===== src/rtl/mlu_pkg.sv =====
// Shared opcode set and per-bit mux-input selection for the mux-based logic unit.
package mlu_pkg;

  localparam int OPW = 3;

  typedef enum logic [OPW-1:0] {
    OP_NOT  = 3'd0,
    OP_AND  = 3'd1,
    OP_OR   = 3'd2,
    OP_XOR  = 3'd3,
    OP_XNOR = 3'd4,
    OP_NAND = 3'd5,
    OP_NOR  = 3'd6,
    OP_PASS = 3'd7
  } mlu_op_e;

  typedef struct packed {
    logic    acc;
    logic    clr;
    mlu_op_e op;
  } mlu_ctl_t;

  // Returns {I1, I0} for one bit; operand A drives the mux select outside.
  function automatic logic [1:0] mlu_mux_inputs(mlu_op_e op, logic b);
    mlu_mux_inputs = 2'b00;
    case (op)
      OP_NOT:  mlu_mux_inputs = {1'b0, 1'b1};
      OP_AND:  mlu_mux_inputs = {b,    1'b0};
      OP_OR:   mlu_mux_inputs = {1'b1, b};
      OP_XOR:  mlu_mux_inputs = {~b,   b};
      OP_XNOR: mlu_mux_inputs = {b,    ~b};
      OP_NAND: mlu_mux_inputs = {~b,   1'b1};
      OP_NOR:  mlu_mux_inputs = {1'b0, ~b};
      OP_PASS: mlu_mux_inputs = {1'b1, 1'b0};
    endcase
  endfunction

endpackage


===== src/rtl/mlu_bit_mux.sv =====
// Single-bit 2:1 mux, the primitive every logic-unit result bit is built from.
// Purely combinational; no latency, no flow control.
module mlu_bit_mux (
  input  logic i0,
  input  logic i1,
  input  logic s,
  output logic y
);

  assign y = s ? i1 : i0;

endmodule


===== src/rtl/mux_logic_unit.sv =====
// Two-stage valid/ready mux-based logic unit with accumulator; 2-cycle latency, 1/cycle, stalls upstream when both stages full.
// Optional MLU_PARITY_EN adds out_par, the registered XOR-reduce of out_y.
module mux_logic_unit
  import mlu_pkg::*;
#(
  parameter int WIDTH = 8
) (
  input  logic             clk,
  input  logic             rst_n,
  input  logic             in_valid,
  output logic             in_ready,
  input  logic [WIDTH-1:0] in_a,
  input  logic [WIDTH-1:0] in_b,
  input  logic [OPW-1:0]   in_op,
  input  logic             in_acc,
  input  logic             in_clr,
  output logic             out_valid,
  input  logic             out_ready,
  output logic [WIDTH-1:0] out_y,
  output logic [WIDTH-1:0] acc_q
`ifdef MLU_PARITY_EN
  ,
  output logic             out_par
`endif
);

  logic             s1_valid;
  logic [WIDTH-1:0] s1_a;
  logic [WIDTH-1:0] s1_b;
  mlu_ctl_t         s1_ctl;
  logic             s2_adv;
  logic [WIDTH-1:0] b_eff;
  logic [WIDTH-1:0] y_nxt;

  assign s2_adv   = s1_valid && (!out_valid || out_ready);
  assign in_ready = !s1_valid || s2_adv;

  // Clear takes priority over the accumulator value when both are requested.
  assign b_eff = s1_ctl.acc ? (s1_ctl.clr ? '0 : acc_q) : s1_b;

  for (genvar i = 0; i < WIDTH; i++) begin : g_bit
    logic [1:0] mux_in;
    assign mux_in = mlu_mux_inputs(s1_ctl.op, b_eff[i]);
    mlu_bit_mux u_mux (
      .i0 (mux_in[0]),
      .i1 (mux_in[1]),
      .s  (s1_a[i]),
      .y  (y_nxt[i])
    );
  end

  always_ff @(posedge clk or negedge rst_n) begin
    if (!rst_n) begin
      s1_valid  <= 1'b0;
      s1_a      <= '0;
      s1_b      <= '0;
      s1_ctl    <= '{acc: 1'b0, clr: 1'b0, op: OP_NOT};
      out_valid <= 1'b0;
      out_y     <= '0;
      acc_q     <= '0;
    end else begin
      if (in_valid && in_ready) begin
        s1_valid <= 1'b1;
        s1_a     <= in_a;
        s1_b     <= in_b;
        s1_ctl   <= '{acc: in_acc, clr: in_clr, op: mlu_op_e'(in_op)};
      end else if (s2_adv) begin
        s1_valid <= 1'b0;
      end

      if (s2_adv) begin
        out_valid <= 1'b1;
        out_y     <= y_nxt;
        if (s1_ctl.acc || s1_ctl.clr) begin
          acc_q <= y_nxt;
        end
      end else if (out_ready) begin
        out_valid <= 1'b0;
      end
    end
  end

`ifdef MLU_PARITY_EN
  always_ff @(posedge clk or negedge rst_n) begin
    if (!rst_n) begin
      out_par <= 1'b0;
    end else if (s2_adv) begin
      out_par <= ^y_nxt;
    end
  end
`endif

endmodule


===== config.mk =====
export PLATFORM = sky130hd
export DESIGN_NAME = mux_logic_unit
export DESIGN_NICKNAME = d
export VERILOG_FILES = /design/src/rtl/mlu_pkg.sv /design/src/rtl/mlu_bit_mux.sv /design/src/rtl/mux_logic_unit.sv
export SDC_FILE = /design/constraint.sdc
export NUM_CORES = 1
export LEC_CHECK = 0
export ABC_AREA = 1
export CAP_MARGIN = 20
export CORE_UTILIZATION = 42
export CTS_BUF_LIST = sky130_fd_sc_hd__clkbuf_8
export DETAILED_ROUTE_END_ITERATION = 12
export PLACE_DENSITY = 0.67
export SLEW_MARGIN = 20
export SYNTH_ARGS = -nofsm -noshare
export SYNTH_HDL_FRONTEND = slang
export SYNTH_HIERARCHICAL = 1
export SYNTH_SLANG_ARGS = --single-unit

===== constraint.sdc =====
create_clock -name clk -period 1.5 [get_ports clk]
set_input_delay 0.3 -clock clk [delete_from_list [all_inputs] [get_ports clk]]
set_output_delay 0.3 -clock clk [all_outputs]
set_load 0.01 [all_outputs]

# --- Word level (Yosys, flattened, before mapping) ---
# Index checks and enable logic that the tools add are counted.
word_totals:
  ff_bits: 39
  inputBits: 25
  output_inout_bits: 18
  elab_cells: 57
op_classes:
  eq_ne: 7
  mux: 22
  bitwise: 8
  reduce_logical: 11
op_table:
  columns: ["op", "n"]
  rows:
  - ["2-bit case mux with 8 select lines", 8]
  - ["8-bit 2-to-1 mux", 2]
  - ["3-bit == test, second input constant", 4]
  - ["1-bit 2-to-1 mux", 12]
  - ["1-bit inverter", 8]
  - ["3-bit by 2-bit == test with 1-bit output, second input constant", 2]
  - ["2-bit nonzero test", 2]
  - ["3-bit by 1-bit == test with 1-bit output, second input constant", 1]
  - ["3-bit zero test", 1]
  - ["1-bit logical OR", 3]
  - ["1-bit logical AND", 2]
  - ["1-bit zero test", 2]
  - ["2-bit AND reduction", 1]

# --- Logic depth before layout (Yosys ltp) ---
logic_depth:
  word_depth: 6
  mapped_depth: 11
  ltp_nobuf: 10

# --- By module ---
# The synthesis kept the hierarchy.
by_module_without_submodules:
  columns: ["module", "n_inst", "cells_per_inst", "area_per_inst_um2", "seq_area_each_um2"]
  rows:
  - ["mux_logic_unit", 1, 287, 2073.2, 975.9]
  - ["mlu_bit_mux", 8, 4, 15.0, 0.0]

# --- Least setup slack after synthesis ---
# No wires, ideal clock.
synth_path:
  path_kind: "register -> register"
  from: "register s1_ctl[4] (netlist name)"
  to: "register acc_q[0]"
  setup_ns: 0.065
  t_arrival_ns: 1.219
  required_ns: 1.435
  path_slack_ns: 0.216
  path_stages_with_launch: 10
  path_buffers: 1
  synth_period_minus_slack_ns: 1.284
  cell_sequence: "dfrtp_1 buf_2 or2_1 nand2_1 nand2_1 nand3_1 nand2_1 nand2_1 nand3_1 nand2_1"
synth_via:
  elab_chain_cells: 4
  elab_cells_between_ends: 6
  cone_classes: "mux: 3; bitwise: 1; reduce/logical: 2"
synth_lines:
  columns: ["item", "line", "rtl"]
  rows:
  - ["start, declared", "mux_logic_unit.sv:30", "mlu_ctl_t s1_ctl;"]
  - ["start signal, assigned", "mux_logic_unit.sv:57", "s1_ctl <= '{acc: 1'b0, clr: 1'b0, op: OP_NOT};"]
  - ["start signal, assigned", "mux_logic_unit.sv:66", "s1_ctl <= '{acc: in_acc, clr: in_clr, op: mlu_op_e'(in_op)};"]
  - ["8-bit 2-to-1 mux (*)", "mux_logic_unit.sv:39", "assign b_eff = s1_ctl.acc ? (s1_ctl.clr ? '0 : acc_q) : s1_b;"]
  - ["1-bit inverter", "mlu_pkg.sv:31, mlu_pkg.sv:33", null]
  - ["2-bit case mux with 8 select lines (*)", "mlu_pkg.sv:26", "case (op)"]
  - ["via g_bit[0].mux_in[0]", "mux_logic_unit.sv:42", "logic [1:0] mux_in;"]
  - ["1-bit 2-to-1 mux (*)", "mlu_bit_mux.sv:10", "assign y = s ? i1 : i0;"]
  - ["via y_nxt[0]", "mux_logic_unit.sv:33", "logic [WIDTH-1:0] y_nxt;"]
  - ["end signal, assigned", "mux_logic_unit.sv:75", "acc_q <= y_nxt;"]
  - ["end, declared", "mux_logic_unit.sv:20", "output logic [WIDTH-1:0] acc_q"]
# Mark *: on every way through the listed nets, which the timed path passes. The rest lies on a longest branch.
# A chain may end at the register's enable or synchronous reset.

# --- Final worst setup path ---
layout_path:
  from: "input port out_ready"
  to: "output port in_ready"
layout_via:
  elab_chain_cells: 3
layout_lines:
  columns: ["item", "line", "rtl"]
  rows:
  - ["start, declared", "mux_logic_unit.sv:18", "input logic out_ready,"]
  - ["1-bit logical OR", "mux_logic_unit.sv:35", "assign s2_adv = s1_valid && (!out_valid || out_ready);"]
  - ["1-bit logical AND", "mux_logic_unit.sv:35", null]
  - ["1-bit logical OR", "mux_logic_unit.sv:36", "assign in_ready = !s1_valid || s2_adv;"]
  - ["end, declared", "mux_logic_unit.sv:11", "output logic in_ready,"]
# Every way passes these cells.

==> impl_metrics.csv <==
group,metric,value,unit
drt,antenna_left,0,
synthesis,syn_avg_cell_area,6.88,um^2
sta,rsz0062_at_grt,"true",
synthesis,synthTopCellsByArea,"dfrtp_1, nand2_1, nand3_1",
drt,drc_errors,0,
setup_path,critPathLaunchType,"primary input",
final_layout,fillCellCount,472,
final_layout,drive_gt1_share,15.2,%
drt,wl_per_cell,11.8,um
final_layout,design_area,0.00300,mm^2
floorplanning,core-area,0.00488,mm^2
clock_network,cts_buffers,5,
clock_network,clock_sink_count,39,
power,ir_worst_vdd,0.567,mV
clock_network,htreeDepth,2,
global_routing,grt_use_total,20.8,%
final_layout,multi_input_area,0.00113,mm^2
placed_design,gp_congestion,0.817,
synthesis,yosysTopAreaCell,"dfrtp_1",
sta,drv_slew,0,
synthesis,yosysUniqueCellTypes,14,
synthesis,synth_top_area_share,44.5,%
drt,vias_per_cell,4.77,
synthesis,synth_cells,319,
synthesis,synth-seq-cells,39,
setup_path,critPathTopFamily,"buffers and inverters",
clock_network,clk_pin_slew,70,ps
hold_path,hold_class,"in -> async",
setup_path,worst-path-buf-inv,3,
setup_path,cp.required,1200,ps
sta,finalHoldViolations,0,
placed_design,io_buffers,42,
final_layout,final-seq-area,980,um^2
sta,holdWs,466,ps
floorplanning,dieHeight,74.3,um
setup_path,critPathSlowestCell,"clkdlybuf4s50_1",
sta,relSlewSlack,73.3,%
drt,drtPass1Iterations,4,
drt,drt_iter0_drc,150,
drt,via_count,2137,
final_layout,fin_nets,405,
global_routing,overflow,0,
global_routing,grt_max_degree,27,
clock_network,clockBufferDepth,2,
power,switching_share,38.3,%
setup_path,arrival,1160,ps
power,leakage,0.00173,uW
final_layout,n_antenna_cell,0,
final_layout,stdcell_count,448,
final_layout,final_cell_mix,"nand2_1, nand3_1, dfrtp_1",
synthesis,synth_warnings,6,
drt,routed_wl,5.29,mm
clock_network,clock_latency,290,ps
placed_design,placedInstanceArea,0.00280,mm^2
power,pwr-share-clk,16.8,%
clock_network,cts_tree,"done",
floorplanning,ioPinCount,43,
setup_path,cp_cell_sequence,"clkdlybuf4s50_1, inv_2, nand3_1, dlygate4sd2_1",
placed_design,hpwlAfterDp,3.91,mm
floorplanning,initial_utilization,44.9,%
placed_design,dpl.cell_count,433,
final_layout,layout_commonest_cell,"nand2_1",
synthesis,synth_fp_nets,344,
sta,fmax,684,MHz
sta,fin_crit_sh,97.4,%
power,combPwrFrac,44.6,%
power,power_switching,1560,uW
global_routing,antenna_found_initial,0,
power,p_seq_share,38.6,%
job,maxCapViolCount,0,
power,intPower,2510,uW
floorplanning,die_width,74.3,um
final_layout,areaGrowthSynthToFinish,36.9,%
setup_path,critPathMaxFanout,2,
global_routing,grt_pass1_wl,8.56,mm
clock_network,cts_root_buffer,"clkbuf_8",
sta,worst_pin_slew,400,ps
floorplanning,row_count,25,
power,p_per_area,1350,mW/mm^2
sta,setup_viol,0,
sta,finClkSkew,2.92,ps
floorplanning,die_area,0.00552,mm^2
sta,period_minus_slack,1460,ps
setup_path,end_kind,"output pin",
setup_path,worst-setup-path-type,"in -> out",
global_routing,grt_pass1_vias,1830,
setup_path,critPathMaxStageDelay,470,ps
synthesis,yosysSeqAreaShare,44.5,%
outcome,status,"completed",
synthesis,syn_area,0.00219,mm^2
[registers in the layout, summed over array words and instances, names as in the netlist]
signal     flops
out_valid      1
acc_q          8
s1_a           8
s1_b           8
s1_valid       1
s1_ctl         5
out_y          8
[Yosys cell counts]
| cell type | count |
|---|---|
| nor2_1 | 2 |
| inv_2 | 8 |
| nand3_1 | 60 |
| buf_6 | 1 |
| buf_4 | 1 |
| o21a_1 | 4 |
| nor2_8 | 1 |
| nor2_2 | 1 |
| nand2_2 | 6 |
| dfrtp_1 | 39 |
| or2_1 | 8 |
| inv_1 | 8 |
| buf_2 | 9 |
| nand2_1 | 171 |
[logic make-up after synthesis]
| logic type | after synthesis | synth area share (%) |
|---|---|---|
| AOI/OAI and AO/OA | 4 | 1.37 |
| buffers and inverters | 27 | 5.65 |
| DFF | 39 | 44.5 |
| and+or+nand+nor | 249 | 48.5 |
[power groups by stage]
stage          clock network [uW]  registers [uW]  logic (uW)
2_1_floorplan                   0            1650         852
3_3_place_gp                    0            1610        1700
3_5_place_dp                    0            1620        1730
4_1_cts                       703            1560        1800
5_1_grt                       749            1610        2030
6_report                      684            1570        1820
[repair_timing]
item,in CTS,in global routing
hold buffers,1,0
buffers inserted,4,2
pin swaps,0,2
gates resized for setup,7,27
endpoints found under the hold margin,16,0
setup endpoints to repair,11,27
[worst paths after layout]
kind | startpoint | to | slack (ps) | cells after the start
max | out_ready | in_ready | 40 | 4
min | rst_n | acc_q[4]$_DFFE_PN0P_ | 470 | 2
max reg2reg | s1_ctl[0]$_DFFE_PN0P_ | acc_q[1]$_DFFE_PN0P_ | 80 | 10
min reg2reg | out_y[5]$_DFFE_PN0P_ | out_y[5]$_DFFE_PN0P_ | 470 | 2
max in group asynchronous | rst_n | s1_ctl[0]$_DFFE_PN0P_ | 580 | 3
min in group clk | out_y[5]$_DFFE_PN0P_ | out_y[5]$_DFFE_PN0P_ | 470 | 2
[cell type report]
type | count | share of cell area, %
clock buffers | 5 | 2.29
inverters | 16 | 2.04
repair buffers | 65 | 22.0
well taps | 67 | 2.79
clock inverters | 3 | 0.542
flip-flops and latches | 39 | 32.6
multi-input cells | 253 | 37.8
[metrics by stage]
step	total power [uW]	TNS, ps	setup WS, ps	util, %
final	4070	0	38.5	61.5
after global routing	4390	-72.2	-28.0	61.5
after CTS	4060	0	8.92	59.7
after detailed placement	3350	-2490	-234	57.4
after global placement	3310	-2420	-250	57.4
after floorplan	2500	0	216	-
[routing by layer]
layer,part of all wire (%),global-route usage [%],vias to the layer above
met4,2.3,8.81,0
li1,-,-,1127
met5,0,0,-
met3,4.5,4.47,10
met2,45,30.9,63
met1,48,29.4,937
(Power assumes the default switching activity.)
